### config.mk
export PLATFORM = sky130hd
export DESIGN_NAME = decode_queue
export DESIGN_NICKNAME = d
export VERILOG_FILES = /design/src/rtl/C.sv /design/src/rtl/decode_queue.sv
export SDC_FILE = /design/constraint.sdc
export NUM_CORES = 2
export LEC_CHECK = 0
export ABC_AREA = 1
export CAP_MARGIN = 20
export CELL_PAD_IN_SITES_DETAIL_PLACEMENT = 0
export CELL_PAD_IN_SITES_GLOBAL_PLACEMENT = 1
export CORE_UTILIZATION = 35
export DETAILED_ROUTE_END_ITERATION = 12
export DONT_BUFFER_PORTS = 1
export GPL_TIMING_DRIVEN = 1
export PLACE_DENSITY = 0.64
export SLEW_MARGIN = 10
export SYNTH_ARGS = -nofsm -noshare
export SYNTH_HDL_FRONTEND = slang
export SYNTH_SLANG_ARGS = --single-unit
### constraint.sdc
create_clock -name clk_i -period 9.4 [get_ports clk_i]
set_input_delay 1.41 -clock clk_i [delete_from_list [all_inputs] [get_ports clk_i]]
set_output_delay 1.41 -clock clk_i [all_outputs]
set_load 0.02 [all_outputs]
### src/rtl/C.sv
// Core-wide constants, the decoded-instruction record and the single-instruction
// RV32I decoder used by the decode stage.
package C;

    localparam int XLEN = 32;

    typedef struct packed {
        logic            valid;
        logic [XLEN-1:0] pc;
        logic [31:0]     word;
        logic [6:0]      opcode;
        logic [4:0]      rd;
        logic [4:0]      rs1;
        logic [4:0]      rs2;
        logic [2:0]      funct3;
        logic [XLEN-1:0] imm;
    } si_t;

    // Any opcode outside the RV32I base set decodes with valid=0.
    function automatic si_t decode(input logic [XLEN-1:0] pc, input logic [31:0] word);
        si_t si;
        si        = '0;
        si.pc     = pc;
        si.word   = word;
        si.opcode = word[6:0];
        si.rd     = word[11:7];
        si.funct3 = word[14:12];
        si.rs1    = word[19:15];
        si.rs2    = word[24:20];
        case (word[6:0])
            7'b0110111, 7'b0010111: begin
                si.valid = 1'b1;
                si.imm   = {word[31:12], 12'b0};
            end
            7'b1101111: begin
                si.valid = 1'b1;
                si.imm   = {{12{word[31]}}, word[19:12], word[20], word[30:21], 1'b0};
            end
            7'b1100111, 7'b0000011, 7'b0010011: begin
                si.valid = 1'b1;
                si.imm   = {{20{word[31]}}, word[31:20]};
            end
            7'b0100011: begin
                si.valid = 1'b1;
                si.imm   = {{20{word[31]}}, word[31:25], word[11:7]};
            end
            7'b1100011: begin
                si.valid = 1'b1;
                si.imm   = {{20{word[31]}}, word[7], word[30:25], word[11:8], 1'b0};
            end
            7'b0110011, 7'b0001111, 7'b1110011: begin
                si.valid = 1'b1;
            end
            default: begin
                si.valid = 1'b0;
            end
        endcase
        return si;
    endfunction

endpackage

### src/rtl/decode_queue.sv
// Buffered multi-wide decode stage: a circular queue of fetched {pc, word} entries
// feeding up to DEC_W decoded lanes per cycle, halting after an illegal instruction issues.
module decode_queue #(
    parameter int FETCH_W = 2,
    parameter int DEC_W   = 2,
    parameter int DEPTH   = 8
) (
    input  logic                       clk_i,
    input  logic                       rst_i,
    input  logic                       flush_i,
    input  logic                       fetch_valid_i,
    output logic                       fetch_ready_o,
    input  logic [C::XLEN-1:0]         fetch_pc_i,
    input  logic [32*FETCH_W-1:0]      fetch_data_i,
    input  logic [FETCH_W-1:0]         fetch_mask_i,
    output logic [DEC_W-1:0]           dec_valid_o,
    output C::si_t [DEC_W-1:0]         dec_si_o,
    input  logic                       dec_ready_i,
    output logic [$clog2(DEPTH+1)-1:0] count_o
);

    localparam int CW = $clog2(DEPTH+1);
    localparam int PW = $clog2(DEPTH);
    localparam int XW = C::XLEN;

    typedef enum logic {RUN, HALT} state_t;

    state_t          state;
    logic [XW-1:0]   pc_mem   [DEPTH];
    logic [31:0]     word_mem [DEPTH];
    logic [PW-1:0]   head;
    logic [PW-1:0]   tail;
    logic [CW-1:0]   count;
    logic [CW-1:0]   enq_n;
    logic [CW-1:0]   deq_n;
    logic            enq_fire;
    logic            illegal_deq;
    logic            lane_stop;

    // Ready uses the pre-dequeue count so it never depends on dec_ready_i.
    assign fetch_ready_o = (state == RUN) && !flush_i && (count <= CW'(DEPTH - FETCH_W));
    assign enq_fire      = fetch_valid_i && fetch_ready_o;
    assign count_o       = count;

    // Lanes stay contiguous and stop just after the first illegal decode, which is
    // itself presented so the backend can trap on it.
    always_comb begin
        dec_valid_o = '0;
        dec_si_o    = '0;
        deq_n       = '0;
        enq_n       = '0;
        illegal_deq = 1'b0;
        lane_stop   = (state != RUN) || flush_i;
        for (int i = 0; i < DEC_W; i++) begin
            if (CW'(i) < count) begin
                dec_si_o[i] = C::decode(pc_mem[head + PW'(i)], word_mem[head + PW'(i)]);
            end
            if (!lane_stop && (CW'(i) < count)) begin
                dec_valid_o[i] = 1'b1;
                if (!dec_si_o[i].valid) begin
                    lane_stop = 1'b1;
                end
            end else begin
                lane_stop = 1'b1;
            end
        end
        for (int i = 0; i < DEC_W; i++) begin
            if (dec_ready_i && dec_valid_o[i]) begin
                deq_n = deq_n + CW'(1);
                if (!dec_si_o[i].valid) begin
                    illegal_deq = 1'b1;
                end
            end
        end
        for (int k = 0; k < FETCH_W; k++) begin
            if (enq_fire && fetch_mask_i[k]) begin
                enq_n = enq_n + CW'(1);
            end
        end
    end

    always_ff @(posedge clk_i) begin
        if (enq_fire) begin
            for (int k = 0; k < FETCH_W; k++) begin
                if (fetch_mask_i[k]) begin
                    pc_mem[tail + PW'(k)]   <= fetch_pc_i + XW'(4 * k);
                    word_mem[tail + PW'(k)] <= fetch_data_i[32*k +: 32];
                end
            end
        end
    end

    always_ff @(posedge clk_i) begin
        if (rst_i || flush_i) begin
            state <= RUN;
            head  <= '0;
            tail  <= '0;
            count <= '0;
        end else begin
            tail  <= tail + enq_n[PW-1:0];
            head  <= head + deq_n[PW-1:0];
            count <= count + enq_n - deq_n;
            if (illegal_deq) begin
                state <= HALT;
            end
        end
    end

endmodule

==> flow_results.org <==
** Power and ir drop
- Summed over all cells, the static leakage comes to about 14 nW.
- Worst vdd rail ir drop :: 113 uV
- In this run the power density over the cells is 163 nW/um^2.

** CTS
- In this run the clock root is driven by a sky130_fd_sc_hd__clkbuf_16.
- Counting along the longest clock path gives a buffer depth of 3.
- After clock tree synthesis, the clock-pin slew on the worst setup and hold paths is 0.06 ns.
- Count of cells resized by post-cts repair :: 0
- Worst-Skew Late Latency :: 0.63 ns
- TritonCTS built the clock tree.
- Max H-tree Level :: 3
- Number of buffers inserted by post-CTS setup repair :: 0
- Clock sinks :: 523
- In this run, CTS created clock tree buffers numbering 67.
- The number of hold buffers added after CTS was 0.

** GRT
- First-pass GRT wire length :: 187 mm
- For this run the aggregate overflow at the end of global routing stands at 0.
- In the global route stage, overall resource usage came out at 0.259.
- Entering global routing, the biggest net connects 210 pins.
- The number of global-route vias before repair was 27.3k.
- The initial antenna violation count came to 3.

** Setup path
- Data on the critical path is required at its endpoint by 7.99 ns.
- STA puts the critical path data arrival time at 5.35 ns.
- Of all nets on the critical path, the largest fanout is 89.
- FF-to-FF End :: count_o[3]
- Cell depth of the worst flop-to-flop path :: 21
- CP endpoint kind :: output pin
- Reg2Reg Setup Slack :: 3.70 ns
- Class of the most critical setup path :: reg2out
- The critical path ends at dec_si_o[141].
- Startpoint type of the worst setup path :: flip-flop
- Source of the critical timing path :: head[0]
- The startpoint identified for the worst register-to-register timing path is head[0].

** Place
- Buffers placed on the I/O ports in this run total 0.
- Routability-driven placement congestion ratio :: 0.803
- HPWL Detailed :: 78.5 mm

** Routing
- Vias per std cell :: 5.48
- Drt first-iter violations :: about 2.6k
- First-pass detailed-route iteration total :: 6
- Wire length per cell after detailed routing :: 24.1 um
- Once detail routing completed, the nets flagged for antenna violations numbered 0.
- Summed over all layers, the routed wires come to 129 mm.
- For this run, design rule violations remaining after detail routing come to 0.
- Across all layers, the routed design uses 29.3k vias.

** STA
- Slew Viols, Final :: 0
- Post-Route Setup TNS :: 0 ns
- Endpoints failing setup :: 0
- In the finished design, the share of the clock period the worst path needs comes to 0.719.
- Headroom to the max-slew limit came out at 0.228.
- Worst hold slack :: 0.556 ns
- Tightest Pin Transition :: around 1.2 ns
- Based on the critical path, the design can be clocked at up to roughly 150 MHz.
- Maximum clock skew at final layout :: 0.0228 ns
- The number of hold violations in the final report was 0.
- Period minus WS final :: 6.76 ns
- RSZ-0062 raised after global routing :: no

** Synth
- Ranked by instance count, the synthesized netlist is headed by 996 x sky130_fd_sc_hd__nand2_1, 878 x sky130_fd_sc_hd__o21ai_0, 512 x sky130_fd_sc_hd__edfxtp_1.
- In this run the mean area of a mapped cell was 7.76 sq um.
- For this run, the number of Yosys warnings is 0.
- After synthesis, the netlist uses between 50 and 60 different library cells.
- Of the post-synthesis cell area, the dominant cell type holds 0.457.
- Post-synthesis sequential element count :: 523
- Fraction of synthesis flops using an asynchronous set or reset pin :: 0
- Post-synth top flop :: sky130_fd_sc_hd__edfxtp_1
- The number of nets handed over by synthesis was 4452.
- In the synthesized netlist, the number of instances is 4332.
- Area contributors post-synth :: sky130_fd_sc_hd__edfxtp_1 46%, sky130_fd_sc_hd__o21ai_0 13%, sky130_fd_sc_hd__nand2_1 11%, sky130_fd_sc_hd__a21oi_1 4.3%, sky130_fd_sc_hd__inv_1 4.0%
- Library cell occupying the most area in the post-synthesis netlist :: sky130_fd_sc_hd__edfxtp_1
- Number of enable flip-flop cells after synthesis :: 512
- Leading cell type by number of instances after synthesis :: sky130_fd_sc_hd__nand2_1
- Of the synthesized area, sequential elements account for 0.464.
- The synthesized netlist occupies a cell area of around 34000 sq um.

** Layout
- Fill cells :: 9831
- Relative to the synthesized area, the layout overhead comes to 6.88%.
- Share of post-route cells with drive strength above 1 :: 0.0616
- Register area :: 15600 sq um
- Area taken by multi-input logic gates :: 14700 sq um
- Post-layout nets :: 4158

** Min path
- The worst hold path passes through 4 cells.
- Hold Crit Start :: state
- Class of the tightest hold or removal check :: reg2reg

** Die
- The die is 312 um wide.
- DIE AREA :: between 90000 and 100000 sq um
- between 300 and 400 I/O pins were placed.
- The die is 312 um tall.
- Core Region :: 95200 sq um
- Initial core utilization :: 0.354
- Row cnt :: 113

** Job
- The tool flagged a number of max-cap violations equal to 0.

** Status
- Outcome :: complete, no violations
[flip-flops by register name (all words and copies together), names as in the netlist]
name,flops
word_mem,256
count_o,4
head,3
state,1
pc_mem,256
tail,3
[placed cells by master, fill, tap and decap left out, types with 4 or more instances in the layout]
master,netlist,layout
sky130_fd_sc_hd__nand3_1,161,159
sky130_fd_sc_hd__dfxtp_1,11,8
sky130_fd_sc_hd__nand2_1,996,995
sky130_fd_sc_hd__clkbuf_1,155,20
sky130_fd_sc_hd__edfxtp_1,512,512
sky130_fd_sc_hd__buf_16,0,4
sky130_fd_sc_hd__nand4_1,10,10
sky130_fd_sc_hd__a21oi_1,288,288
sky130_fd_sc_hd__o21ai_1,75,75
sky130_fd_sc_hd__nor2_2,8,7
sky130_fd_sc_hd__o21ai_0,878,870
sky130_fd_sc_hd__nor2_4,13,15
sky130_fd_sc_hd__o211ai_1,65,65
sky130_fd_sc_hd__nor3_1,19,18
sky130_fd_sc_hd__ha_1,13,12
sky130_fd_sc_hd__buf_4,68,58
sky130_fd_sc_hd__xor2_1,25,24
sky130_fd_sc_hd__inv_1,356,352
sky130_fd_sc_hd__o21ai_4,0,8
sky130_fd_sc_hd__o22ai_1,8,8
sky130_fd_sc_hd__clkinv_2,0,8
sky130_fd_sc_hd__nor3_4,4,4
sky130_fd_sc_hd__fa_1,4,4
sky130_fd_sc_hd__or2_0,7,7
sky130_fd_sc_hd__a221oi_1,10,10
sky130_fd_sc_hd__inv_4,2,8
sky130_fd_sc_hd__nor2_1,281,280
sky130_fd_sc_hd__a32oi_1,4,4
sky130_fd_sc_hd__clkbuf_16,0,70
sky130_fd_sc_hd__nand2_2,16,17
sky130_fd_sc_hd__a31oi_1,81,81
sky130_fd_sc_hd__clkinv_1,2,13
sky130_fd_sc_hd__nand3_4,2,4
sky130_fd_sc_hd__xnor2_1,5,5
sky130_fd_sc_hd__o21ai_2,9,9
[layer usage]
metal / vias up / part of all wire / track usage
met5: - / 0 / 0
met4: 0 / 0.026 / 0.0740
met3: 168 / 0.066 / 0.0474
met2: 1002 / 0.48 / 0.444
met1: 14050 / 0.43 / 0.332
li1: 14114 / - / -
[cells by family after synthesis]
kind of cell | Yosys count | synth area share
flops | 523 | 0.464
compound gates | 1427 | 0.224
fa+ha+maj | 17 | 0.00722
buf+inv | 794 | 0.105
xor+xnor | 35 | 0.0106
simple gates | 1536 | 0.189
[worst min path at each step]
stage | to
final | state
after global routing | state
after CTS | state
after detailed placement | state
after global placement | state
after floorplan | state
[through the flow]
stage / total power, mW / cell area, sq um / util / setup WS [ns] / cells
2_1_floorplan: 3.22 / 33600 / - / 1.76 / 4332
3_3_place_gp: 3.37 / 33700 / 0.354 / 3.39 / 5228
3_5_place_dp: 3.38 / 33700 / 0.355 / 3.36 / 5230
4_1_cts: 5.91 / 35800 / 0.377 / 2.68 / 5350
5_1_grt: 6.06 / 36000 / 0.378 / 2.32 / 5355
6_report: 5.86 / 36000 / 0.378 / 2.64 / 5355
[cell type report]
class | count | share of cell area
diodes | 1 | 0.0000696
clock buffers | 93 | 0.0520
clock inverters | 27 | 0.00644
inverters | 367 | 0.0395
multi-input cells | 3015 | 0.408
flip-flops and latches | 523 | 0.434
well taps | 1265 | 0.0440
repair buffers | 64 | 0.0158
[report_power, final]
group / total, mW / internal [mW] / switching [mW]
Combinational: 0.714 / 0.155 / 0.559
Clock: 2.53 / 1.47 / 1.06
Sequential: 2.61 / 2.60 / 0.0156
Total: 5.86 / 4.23 / 1.63
[worst max-delay path, stage by stage, from the launching register on]
cell	delay (ns)
sky130_fd_sc_hd__dfxtp_4	0.74
sky130_fd_sc_hd__buf_4	0.67
sky130_fd_sc_hd__buf_4	0.62
sky130_fd_sc_hd__buf_4	0.75
sky130_fd_sc_hd__nor2_1	0.11
sky130_fd_sc_hd__a21oi_1	0.13
sky130_fd_sc_hd__o21ai_0	0.08
sky130_fd_sc_hd__nand2_1	0.09
sky130_fd_sc_hd__nand2_1	0.29
sky130_fd_sc_hd__inv_1	0.33
sky130_fd_sc_hd__o21ai_2	0.23
sky130_fd_sc_hd__a21oi_1	0.51
No activity file was read; power rests on OpenSTA's default activity.
